File: src/rtl/mem_stage_if.sv
// Request/response bundle between the MEM pipeline stage and memacc_ctrl.
// The stage drives a held request; the controller answers with a one-cycle done pulse.
interface mem_stage_if;
  logic [1:0]  rw_to_ctrl;
  logic [31:0] addr_to_ctrl;
  logic [31:0] data_to_ctrl;
  logic [4:0]  bits_to_ctrl;
  logic [31:0] data_from_ctrl;
  logic        done_from_ctrl;

  modport master (
    output rw_to_ctrl, addr_to_ctrl, data_to_ctrl, bits_to_ctrl,
    input  data_from_ctrl, done_from_ctrl
  );

  modport slave (
    input  rw_to_ctrl, addr_to_ctrl, data_to_ctrl, bits_to_ctrl,
    output data_from_ctrl, done_from_ctrl
  );
endinterface

File: src/rtl/mem_stage.sv
// RISC-V MEM stage: issues loads/stores to memacc_ctrl, stalls until done,
// extends load data and forwards the writeback bundle to MEM/WB.
module mem_stage (
  input  logic        clk,
  input  logic        rst,
  input  logic        load_i,
  input  logic        store_i,
  input  logic [2:0]  funct3_i,
  input  logic [31:0] addr_i,
  input  logic [31:0] sdata_i,
  input  logic [4:0]  wd_i,
  input  logic        wreg_i,
  input  logic [31:0] wdata_i,
  output logic [4:0]  wd_o,
  output logic        wreg_o,
  output logic [31:0] wdata_o,
  output logic        stallreq_o,
  mem_stage_if.master ctrl
);
  typedef enum logic [1:0] {IDLE, BUSY, DONE} state_e;

  typedef struct packed {
    logic [1:0]  rw;
    logic [31:0] addr;
    logic [31:0] data;
    logic [4:0]  bits;
  } req_t;

  state_e      state_q, state_d;
  req_t        req_q, req_d;
  logic [31:0] ldata_q, ldata_d;
  logic [31:0] ext;
  logic        mem_op;

  assign mem_op = load_i | store_i;

  always_ff @(posedge clk or negedge rst) begin
    if (!rst) begin
      state_q <= IDLE;
      req_q   <= '0;
      ldata_q <= '0;
    end else begin
      state_q <= state_d;
      req_q   <= req_d;
      ldata_q <= ldata_d;
    end
  end

  // Bits above the access width from the controller are don't-care.
  always_comb begin
    ext = ctrl.data_from_ctrl;
    case (funct3_i)
      3'b000:  ext = {{24{ctrl.data_from_ctrl[7]}},  ctrl.data_from_ctrl[7:0]};
      3'b001:  ext = {{16{ctrl.data_from_ctrl[15]}}, ctrl.data_from_ctrl[15:0]};
      3'b100:  ext = {24'd0, ctrl.data_from_ctrl[7:0]};
      3'b101:  ext = {16'd0, ctrl.data_from_ctrl[15:0]};
      default: ext = ctrl.data_from_ctrl;
    endcase
  end

  always_comb begin
    state_d = state_q;
    req_d   = req_q;
    ldata_d = ldata_q;
    case (state_q)
      IDLE: begin
        if (mem_op) begin
          req_d.rw   = store_i ? 2'b10 : 2'b01;
          req_d.addr = addr_i;
          req_d.data = sdata_i;
          case (funct3_i[1:0])
            2'b00:   req_d.bits = 5'd7;
            2'b01:   req_d.bits = 5'd15;
            default: req_d.bits = 5'd31;
          endcase
          state_d = BUSY;
        end else begin
          req_d = '0;
        end
      end
      BUSY: begin
        if (ctrl.done_from_ctrl) begin
          ldata_d  = ext;
          req_d.rw = 2'b00;
          state_d  = DONE;
        end
      end
      // DONE releases the stall for exactly one cycle so the instruction is not re-issued.
      DONE:    state_d = IDLE;
      default: state_d = IDLE;
    endcase
  end

  always_comb begin
    stallreq_o = ((state_q == IDLE) && mem_op) || (state_q == BUSY);
    wd_o       = wd_i;
    wreg_o     = wreg_i;
    wdata_o    = ((state_q == DONE) && load_i) ? ldata_q : wdata_i;
  end

  assign ctrl.rw_to_ctrl   = req_q.rw;
  assign ctrl.addr_to_ctrl = req_q.addr;
  assign ctrl.data_to_ctrl = req_q.data;
  assign ctrl.bits_to_ctrl = req_q.bits;
endmodule

File: src/flat_wrapper.sv
// flat-port wrapper written by rule: the top's interface ports become plain ports
module mem_stage_flat 
  (clk, rst, load_i, store_i, funct3_i, addr_i, sdata_i, wd_i, wreg_i, wdata_i, wd_o, wreg_o, wdata_o, stallreq_o, ctrl_rw_to_ctrl, ctrl_addr_to_ctrl, ctrl_data_to_ctrl, ctrl_bits_to_ctrl, ctrl_data_from_ctrl, ctrl_done_from_ctrl);
  mem_stage_if ctrl_i ();
  input  logic clk;
  input  logic rst;
  input  logic load_i;
  input  logic store_i;
  input  logic [2:0] funct3_i;
  input  logic [31:0] addr_i;
  input  logic [31:0] sdata_i;
  input  logic [4:0] wd_i;
  input  logic wreg_i;
  input  logic [31:0] wdata_i;
  output logic [4:0] wd_o;
  output logic wreg_o;
  output logic [31:0] wdata_o;
  output logic stallreq_o;
  output wire logic [$bits(ctrl_i.rw_to_ctrl)-1:0] ctrl_rw_to_ctrl;
  output wire logic [$bits(ctrl_i.addr_to_ctrl)-1:0] ctrl_addr_to_ctrl;
  output wire logic [$bits(ctrl_i.data_to_ctrl)-1:0] ctrl_data_to_ctrl;
  output wire logic [$bits(ctrl_i.bits_to_ctrl)-1:0] ctrl_bits_to_ctrl;
  input wire logic [$bits(ctrl_i.data_from_ctrl)-1:0] ctrl_data_from_ctrl;
  input wire logic [$bits(ctrl_i.done_from_ctrl)-1:0] ctrl_done_from_ctrl;
  assign ctrl_rw_to_ctrl = ctrl_i.rw_to_ctrl;
  assign ctrl_addr_to_ctrl = ctrl_i.addr_to_ctrl;
  assign ctrl_data_to_ctrl = ctrl_i.data_to_ctrl;
  assign ctrl_bits_to_ctrl = ctrl_i.bits_to_ctrl;
  assign ctrl_i.data_from_ctrl = ctrl_data_from_ctrl;
  assign ctrl_i.done_from_ctrl = ctrl_done_from_ctrl;
  mem_stage u_core (.clk(clk), .rst(rst), .load_i(load_i), .store_i(store_i), .funct3_i(funct3_i), .addr_i(addr_i), .sdata_i(sdata_i), .wd_i(wd_i), .wreg_i(wreg_i), .wdata_i(wdata_i), .wd_o(wd_o), .wreg_o(wreg_o), .wdata_o(wdata_o), .stallreq_o(stallreq_o), .ctrl(ctrl_i));
endmodule
File: config.mk
export PLATFORM = sky130hd
export DESIGN_NAME = mem_stage_flat
export DESIGN_NICKNAME = d
export VERILOG_FILES = /design/src/rtl/mem_stage_if.sv /design/src/rtl/mem_stage.sv /design/src/flat_wrapper.sv
export SDC_FILE = /design/constraint.sdc
export NUM_CORES = 1
export LEC_CHECK = 0
export CAP_MARGIN = 20
export CORE_MARGIN = 8
export CORE_UTILIZATION = 38
export DETAILED_ROUTE_END_ITERATION = 8
export PLACE_DENSITY = 0.88
export SLEW_MARGIN = 15
export SYNTH_ARGS = -nofsm -noshare
export SYNTH_HDL_FRONTEND = slang
export SYNTH_SLANG_ARGS = --single-unit
File: constraint.sdc
create_clock -name clk -period 1.64 [get_ports clk]
set_input_delay 0.328 -clock clk [delete_from_list [all_inputs] [get_ports clk]]
set_output_delay 0.328 -clock clk [all_outputs]
set_load 0.05 [all_outputs]
==> results.yml, run 1 <==
placed_design:
  post_dp_cell_area_um2: 6630
  place.gp.congestion: 0.765
  dp_hpwl_um: 10200
  portBuffers: 239
synthesis:
  synthArstFlopShare_pct: 100
  yosysTopAreaCellShare_pct: 59.6
  synth-seq-cells: 103
  ys_warn_count: 0
  syn_inst: 342
  synthTopCellsByArea: "dfrtp_1 (60%), a22o_1 (13%), mux2_2 (10%)"
  synth.distinct_cells: 25
  synth_edf_count: 0
  synth_top_cell_by_area: "dfrtp_1"
  postSynthAreaPerCell_um2: 12.6
  synth_common_cells: "dfrtp_1 (103), a22o_1 (66), mux2_2 (40)"
  synth_top_flop_cell: "dfrtp_1"
  syn-cell-area_um2: 4320
  yosysMostFrequentCell: "dfrtp_1"
  synth_seq_area_share_pct: 59.6
  syn_nets: 484
clock_network:
  htree_levels: 3
  cts.clk_slew.worst_paths_ns: 0.07
  ctsLongestPathBuffers: 2
  clk_latency_ns: 0.33
  cts.hold.buffers_added: 0
  cts_root_buffer: "clkbuf_16"
  cts_tree: "done"
  clock-sinks: 103
  numCtsBuffers: 9
drt:
  viasPerCell: 5.12
  initialDrtViolationCount: 152
  drtPass1Iterations: 4
  drt-total-wl_um: 14400
  wl_per_cell_um: 19.6
  num_vias: 3745
  drc: 0
  ant_nets: 0
setup_path:
  cp_top_family: "buffers and inverters"
  r2r.worst_path.cells: 6
  crit_path_max_fanout: 16
  max_stage_delay_ns: 0.37
  rrSetupSlack_ns: 0.01
  path_cells: "nand3b_1 -> buf_6 -> buf_16 -> mux2_2 -> buf_6"
  path_buf_inv: 3
  cp_slowest_cell: "dfrtp_1"
  crit_path_start_kind: "register"
  criticalPathCategory: "register to primary output"
  path_common_cell: "buf_6"
  worstPathRequired_ns: 1.31
  end_kind: "primary output"
  arrival_ns: 1.67
  timing.rr.start: "u_core.state_q[0]"
  reg2reg_to: "u_core.ctrl.data_to_ctrl[14]"
worst_hold_path:
  hp-class: "input port to async pin"
timing:
  worst_pin_slew_ns: 0.551
  rsz0062_at_grt: "true"
  tns_ns: -10.99
  final.min_clock_period_ns: 2.00
  setup-violations-final: 33
  fin_ws_ns: -0.358
  finClkSkew_ns: 0.00733
  fin_crit_sh_pct: 122
  max_freq_mhz: 500
  holdWs_ns: 0.0221
  slew_viol_final: 0
  finalHoldViolCount: 0
  slew_headroom_pct: 63.3
floorplan:
  die_h_um: 123
  die_w_um: 123
  start_util_pct: 38.3
  num_rows: 39
  io_pins: 252
  die_area_um2: 15000
  core_area_um2: 11300
global_routing:
  grt_use_total_pct: 17.9
  grt_pass1_vias: 4074
  antenna_found_initial: 0
  grt_overflow_total: 0
  grt_max_degree: 104
  grt_pass1_wl_um: 21100
final_layout:
  drive_gt1_share_pct: 33.3
  antenna_cells: 0
  fin_nets: 727
  final_cell_area_um2: 7250
  multiInputGateArea_um2: 1520
  fillers: 825
  area_growth_pct: 67.7
  seq_area_um2: 2580
flow_run:
  max_cap_viol_count: 0
pwr:
  power_w: 0.0151
  ir_drop_v: 0.00159
  powerDensity_nw_per_um2: 2080
  leakage_nw: 3.32
run_status:
  status: "finished with violations"
  violations: "setup timing"
[logic make-up after synthesis]
group                  after synthesis  synth area share, %
AND/OR/NAND/NOR                     57                 5.94
flip-flops                         103                 59.6
multiplexers                        41                 10.7
buffers and inverters               38                 5.65
AO/OA/AOI/OAI                      103                 18.1
[per-stage QoR]
step                utilization (%)  setup slack [ns]  instances
detailed placement             58.8            -0.433        707
floorplan                         -            0.0618        342
global placement               58.8            -0.396        707
global route                   64.3            -0.429        732
finish                         64.3            -0.358        732
CTS                            63.3            -0.357        727
[sequential cells by signal (all words and copies together), names as in the netlist]
signal / flops
u_core.ctrl.addr_to_ctrl: 32
u_core.ctrl.bits_to_ctrl: 3
u_core.state_q: 2
u_core.ctrl.rw_to_ctrl: 2
u_core.ctrl.data_to_ctrl: 32
u_core.ldata_q: 32
[what timing repair did]
item / in CTS / in global routing
gates cloned: 2 / 3
setup buffers: 3 / 2
gates resized for setup: 41 / 5
endpoints found under the setup margin: 33 / 34
pin swaps: 2 / 16
[per-layer routing]
layer / vias to the layer above / routed length [um] / GRT usage [%]
met5: - / 0 / 0
met3: 19 / 1530 / 7.04
li1: 1726 / - / -
met4: 0 / 239 / 6.55
met2: 191 / 7340 / 31.4
met1: 1809 / 5250 / 19.3
[cell type report]
class | instances | area share, %
clock buffer | 10 | 3.16
clock inverter | 5 | 0.829
multi-input combinational | 201 | 20.9
sequential | 103 | 35.6
tap | 143 | 2.47
timing repair buffer | 270 | 37.1
[where the power goes]
| group | internal, W | switching (W) |
|---|---|---|
| sequential | 0.00374 | 0.000719 |
| combinational | 0.00327 | 0.00527 |
| clock | 0.00118 | 0.000883 |
[worst max path at each step]
stage	startpoint	endpoint	slack, ns	depth (start not counted)
2_1_floorplan	u_core.state_q[0]	wdata_o[0]	0.06	3
3_3_place_gp	load_i	wdata_o[3]	-0.40	5
3_5_place_dp	load_i	wdata_o[7]	-0.43	5
4_1_cts	u_core.state_q[1]	wdata_o[27]	-0.36	5
5_1_grt	u_core.state_q[0]	wdata_o[30]	-0.43	5
6_report	u_core.state_q[0]	wdata_o[30]	-0.36	5
[cell usage in the layout, fill, tap and decap left out, types with 12 or more instances in the layout]
master and instances:
buf_4 89, buf_6 33, a21oi_1 16, clkbuf_16 12, dfrtp_1 103, nor2_1 25
a31oi_1 16, mux2_2 39, nand2_1 21, clkdlybuf4s50_1 133, a22o_1 66
Power figures use the tool's default switching activity.
==> run 2: changes to the inputs <==
--- a/config.mk
+++ b/config.mk
@@ -5,9 +5,10 @@
 export SDC_FILE = /design/constraint.sdc
 export NUM_CORES = 1
 export LEC_CHECK = 0
+export ABC_AREA = 1
 export CAP_MARGIN = 20
 export CORE_MARGIN = 8
-export CORE_UTILIZATION = 38
+export CORE_UTILIZATION = 40
 export DETAILED_ROUTE_END_ITERATION = 8
 export PLACE_DENSITY = 0.88
 export SLEW_MARGIN = 15
==> constraint.sdc (replaced) <==
create_clock -name clk -period 1.64 [get_ports clk]
set_input_delay 0.164 -clock clk [delete_from_list [all_inputs] [get_ports clk]]
set_output_delay 0.164 -clock clk [all_outputs]
set_load 0.05 [all_outputs]
==> results.yml, run 2 <==
run_status:
  status: "finished with violations"
  violations: "setup timing"
setup_path:
  worstPathRequired_ns: 1.48
  r2r.worst_path.cells: 6
  rrSetupSlack_ns: 0.24
  arrival_ns: 1.48
  reg2reg_to: "u_core.ctrl.data_to_ctrl[31]"
  end_kind: "primary output"
  crit_path_max_fanout: 22
  timing.rr.start: "u_core.state_q[0]"
  criticalPathCategory: "register to primary output"
  crit_path_start_kind: "register"
synthesis:
  yosysTopAreaCellShare_pct: 53.2
  synth.distinct_cells: 22
  synth-seq-cells: 103
  ys_warn_count: 0
  syn_inst: 575
  yosysMostFrequentCell: "nand2_1"
  syn_nets: 717
  synth_common_cells: "nand2_1 (185), dfrtp_1 (103), inv_1 (102)"
  postSynthAreaPerCell_um2: 8.42
  synthTopCellsByArea: "dfrtp_1 (53%), nand2_1 (14%), o21ai_0 (9.3%)"
  synth_top_cell_by_area: "dfrtp_1"
  synth_top_flop_cell: "dfrtp_1"
  synth_seq_area_share_pct: 53.2
  synth_edf_count: 0
  synthArstFlopShare_pct: 100
  syn-cell-area_um2: 4840
clock_network:
  cts_tree: "done"
  htree_levels: 3
  numCtsBuffers: 9
  ctsLongestPathBuffers: 2
  clock-sinks: 103
  cts.clk_slew.worst_paths_ns: 0.07
  clk_latency_ns: 0.34
  cts_root_buffer: "clkbuf_16"
final_layout:
  antenna_cells: 0
  fin_nets: 946
  seq_area_um2: 2580
  drive_gt1_share_pct: 25.6
  final_cell_mix: "nand2_1 (181), clkdlybuf4s50_1 (134), dfrtp_1 (102)"
  final_cell_area_um2: 8030
  layout_commonest_cell: "nand2_1"
  area_growth_pct: 65.8
  multiInputGateArea_um2: 1800
  fin_cells: 956
  fillers: 887
timing:
  rsz0062_at_grt: "true"
  holdWs_ns: 0.287
  final.min_clock_period_ns: 1.65
  tns_ns: -0.00801
  setup-violations-final: 1
  fin_crit_sh_pct: 100
  finClkSkew_ns: 0.0124
  slew_viol_final: 0
  slew_headroom_pct: 68.0
  fin_ws_ns: -0.00801
  finalHoldViolCount: 0
  max_freq_mhz: 607
  worst_pin_slew_ns: 0.480
placed_design:
  post_dp_cell_area_um2: 7470
  portBuffers: 239
  dp_hpwl_um: 11500
  place_ws_ns: 0.0152
  place.gp.congestion: 0.791
  dp_cells: 938
drt:
  wl_per_cell_um: 16.0
  drt-total-wl_um: 15300
  drtPass1Iterations: 4
  ant_nets: 0
  num_vias: 4508
  drc: 0
  viasPerCell: 4.72
  initialDrtViolationCount: 302
pwr:
  leakage_nw: 4.04
  ir_drop_v: 0.00116
  powerDensity_nw_per_um2: 1920
floorplan:
  num_rows: 40
  die_h_um: 126
  die_w_um: 126
  core_area_um2: 11900
  die_area_um2: 15900
  start_util_pct: 40.7
  io_pins: 252
flow_run:
  max_cap_viol_count: 0
global_routing:
  grt_max_degree: 55
  grt_overflow_total: 0
  antenna_found_initial: 0
  grt_pass1_wl_um: 24400
  grt_pass1_vias: 4711
  grt_use_total_pct: 19.1
worst_hold_path:
  hp-class: "input port to async pin"
==> run 2: cell types whose count changed in the layout (fill, tap and decap cells not counted), moves of 8 or more <==
cell,delta
nand2_1,+160
inv_1,+101
a22o_1,-66
o21ai_0,+54
o21ai_2,+48
mux2_2,-39
buf_6,-32
buf_12,+30
nor2_1,-24
a21oi_1,-16
a31oi_1,-16
o21a_1,+16
buf_4,-8
o21ai_4,+8
==> run 2: per-stage QoR <==
stage,total power (W),utilization (%)
after floorplan,0.00991,-
after global placement,0.0127,62.7
after detailed placement,0.0129,62.7
after CTS,0.0155,67.0
after global routing,0.0163,67.4
final,0.0154,67.4
==> run 2: per-layer routing <==
layer  global-route usage, %  share of wire (%)  up-vias  wire length [um]
met5                       0                  0        -                 0
met4                    9.98                3.7        0               567
met3                    5.53                6.8       38              1040
met2                    33.5                 52      168              7960
met1                    20.4                 37     2101              5730
li1                        -                  -     2201                 -
==> run 2: timing repair <==
action                                  in CTS  in global routing
resized for setup                           42                  9
hold buffers                                 1                  0
hold endpoints to repair                    23                  0
setup buffers                                1                  0
pin swaps                                    1                  0
endpoints found under the setup margin      32                 33
==> run 2: cell type report <==
cell class	count	share of cell area, %
Timing Repair Buffer	256	34.2
Sequential cell	103	32.1
Multi-Input combinational cell	330	22.4
Inverter	104	4.86
Clock buffer	10	2.98
Tap cell	147	2.29
Clock inverter	6	1.14
==> run 2: cell families after synthesis <==
family          Yosys count  synth area share [%]
compound gates          132                  16.3
buf+inv                 142                  13.7
simple gates            198                  16.7
flops                   103                  53.2
==> run 2: report_power, final <==
group          switching, W  internal [W]  total (W)
sequential         0.000564       0.00371    0.00428
combinational       0.00592       0.00287    0.00879
clock              0.000942       0.00139    0.00233
==> run 2: how the worst max path moves through the flow <==
stage | start | end | slack [ns] | cells after the start
floorplan | u_core.state_q[0] | wdata_o[0] | -0.07 | 4
detailed placement | load_i | wdata_o[5] | 0.02 | 5
global placement | load_i | wdata_o[6] | 0.03 | 5
CTS | u_core.state_q[1] | wdata_o[27] | 0.0008 | 5
finish | u_core.state_q[1] | wdata_o[4] | -0.008 | 5
global route | u_core.state_q[1] | wdata_o[24] | -0.07 | 5
==> run 2: worst max-delay path, stage by stage (launching register included) <==
cell	delay, ns
dfrtp_2	0.46
nand3_4	0.12
buf_12	0.20
nand2_1	0.10
o21ai_2	0.10
buf_12	0.16
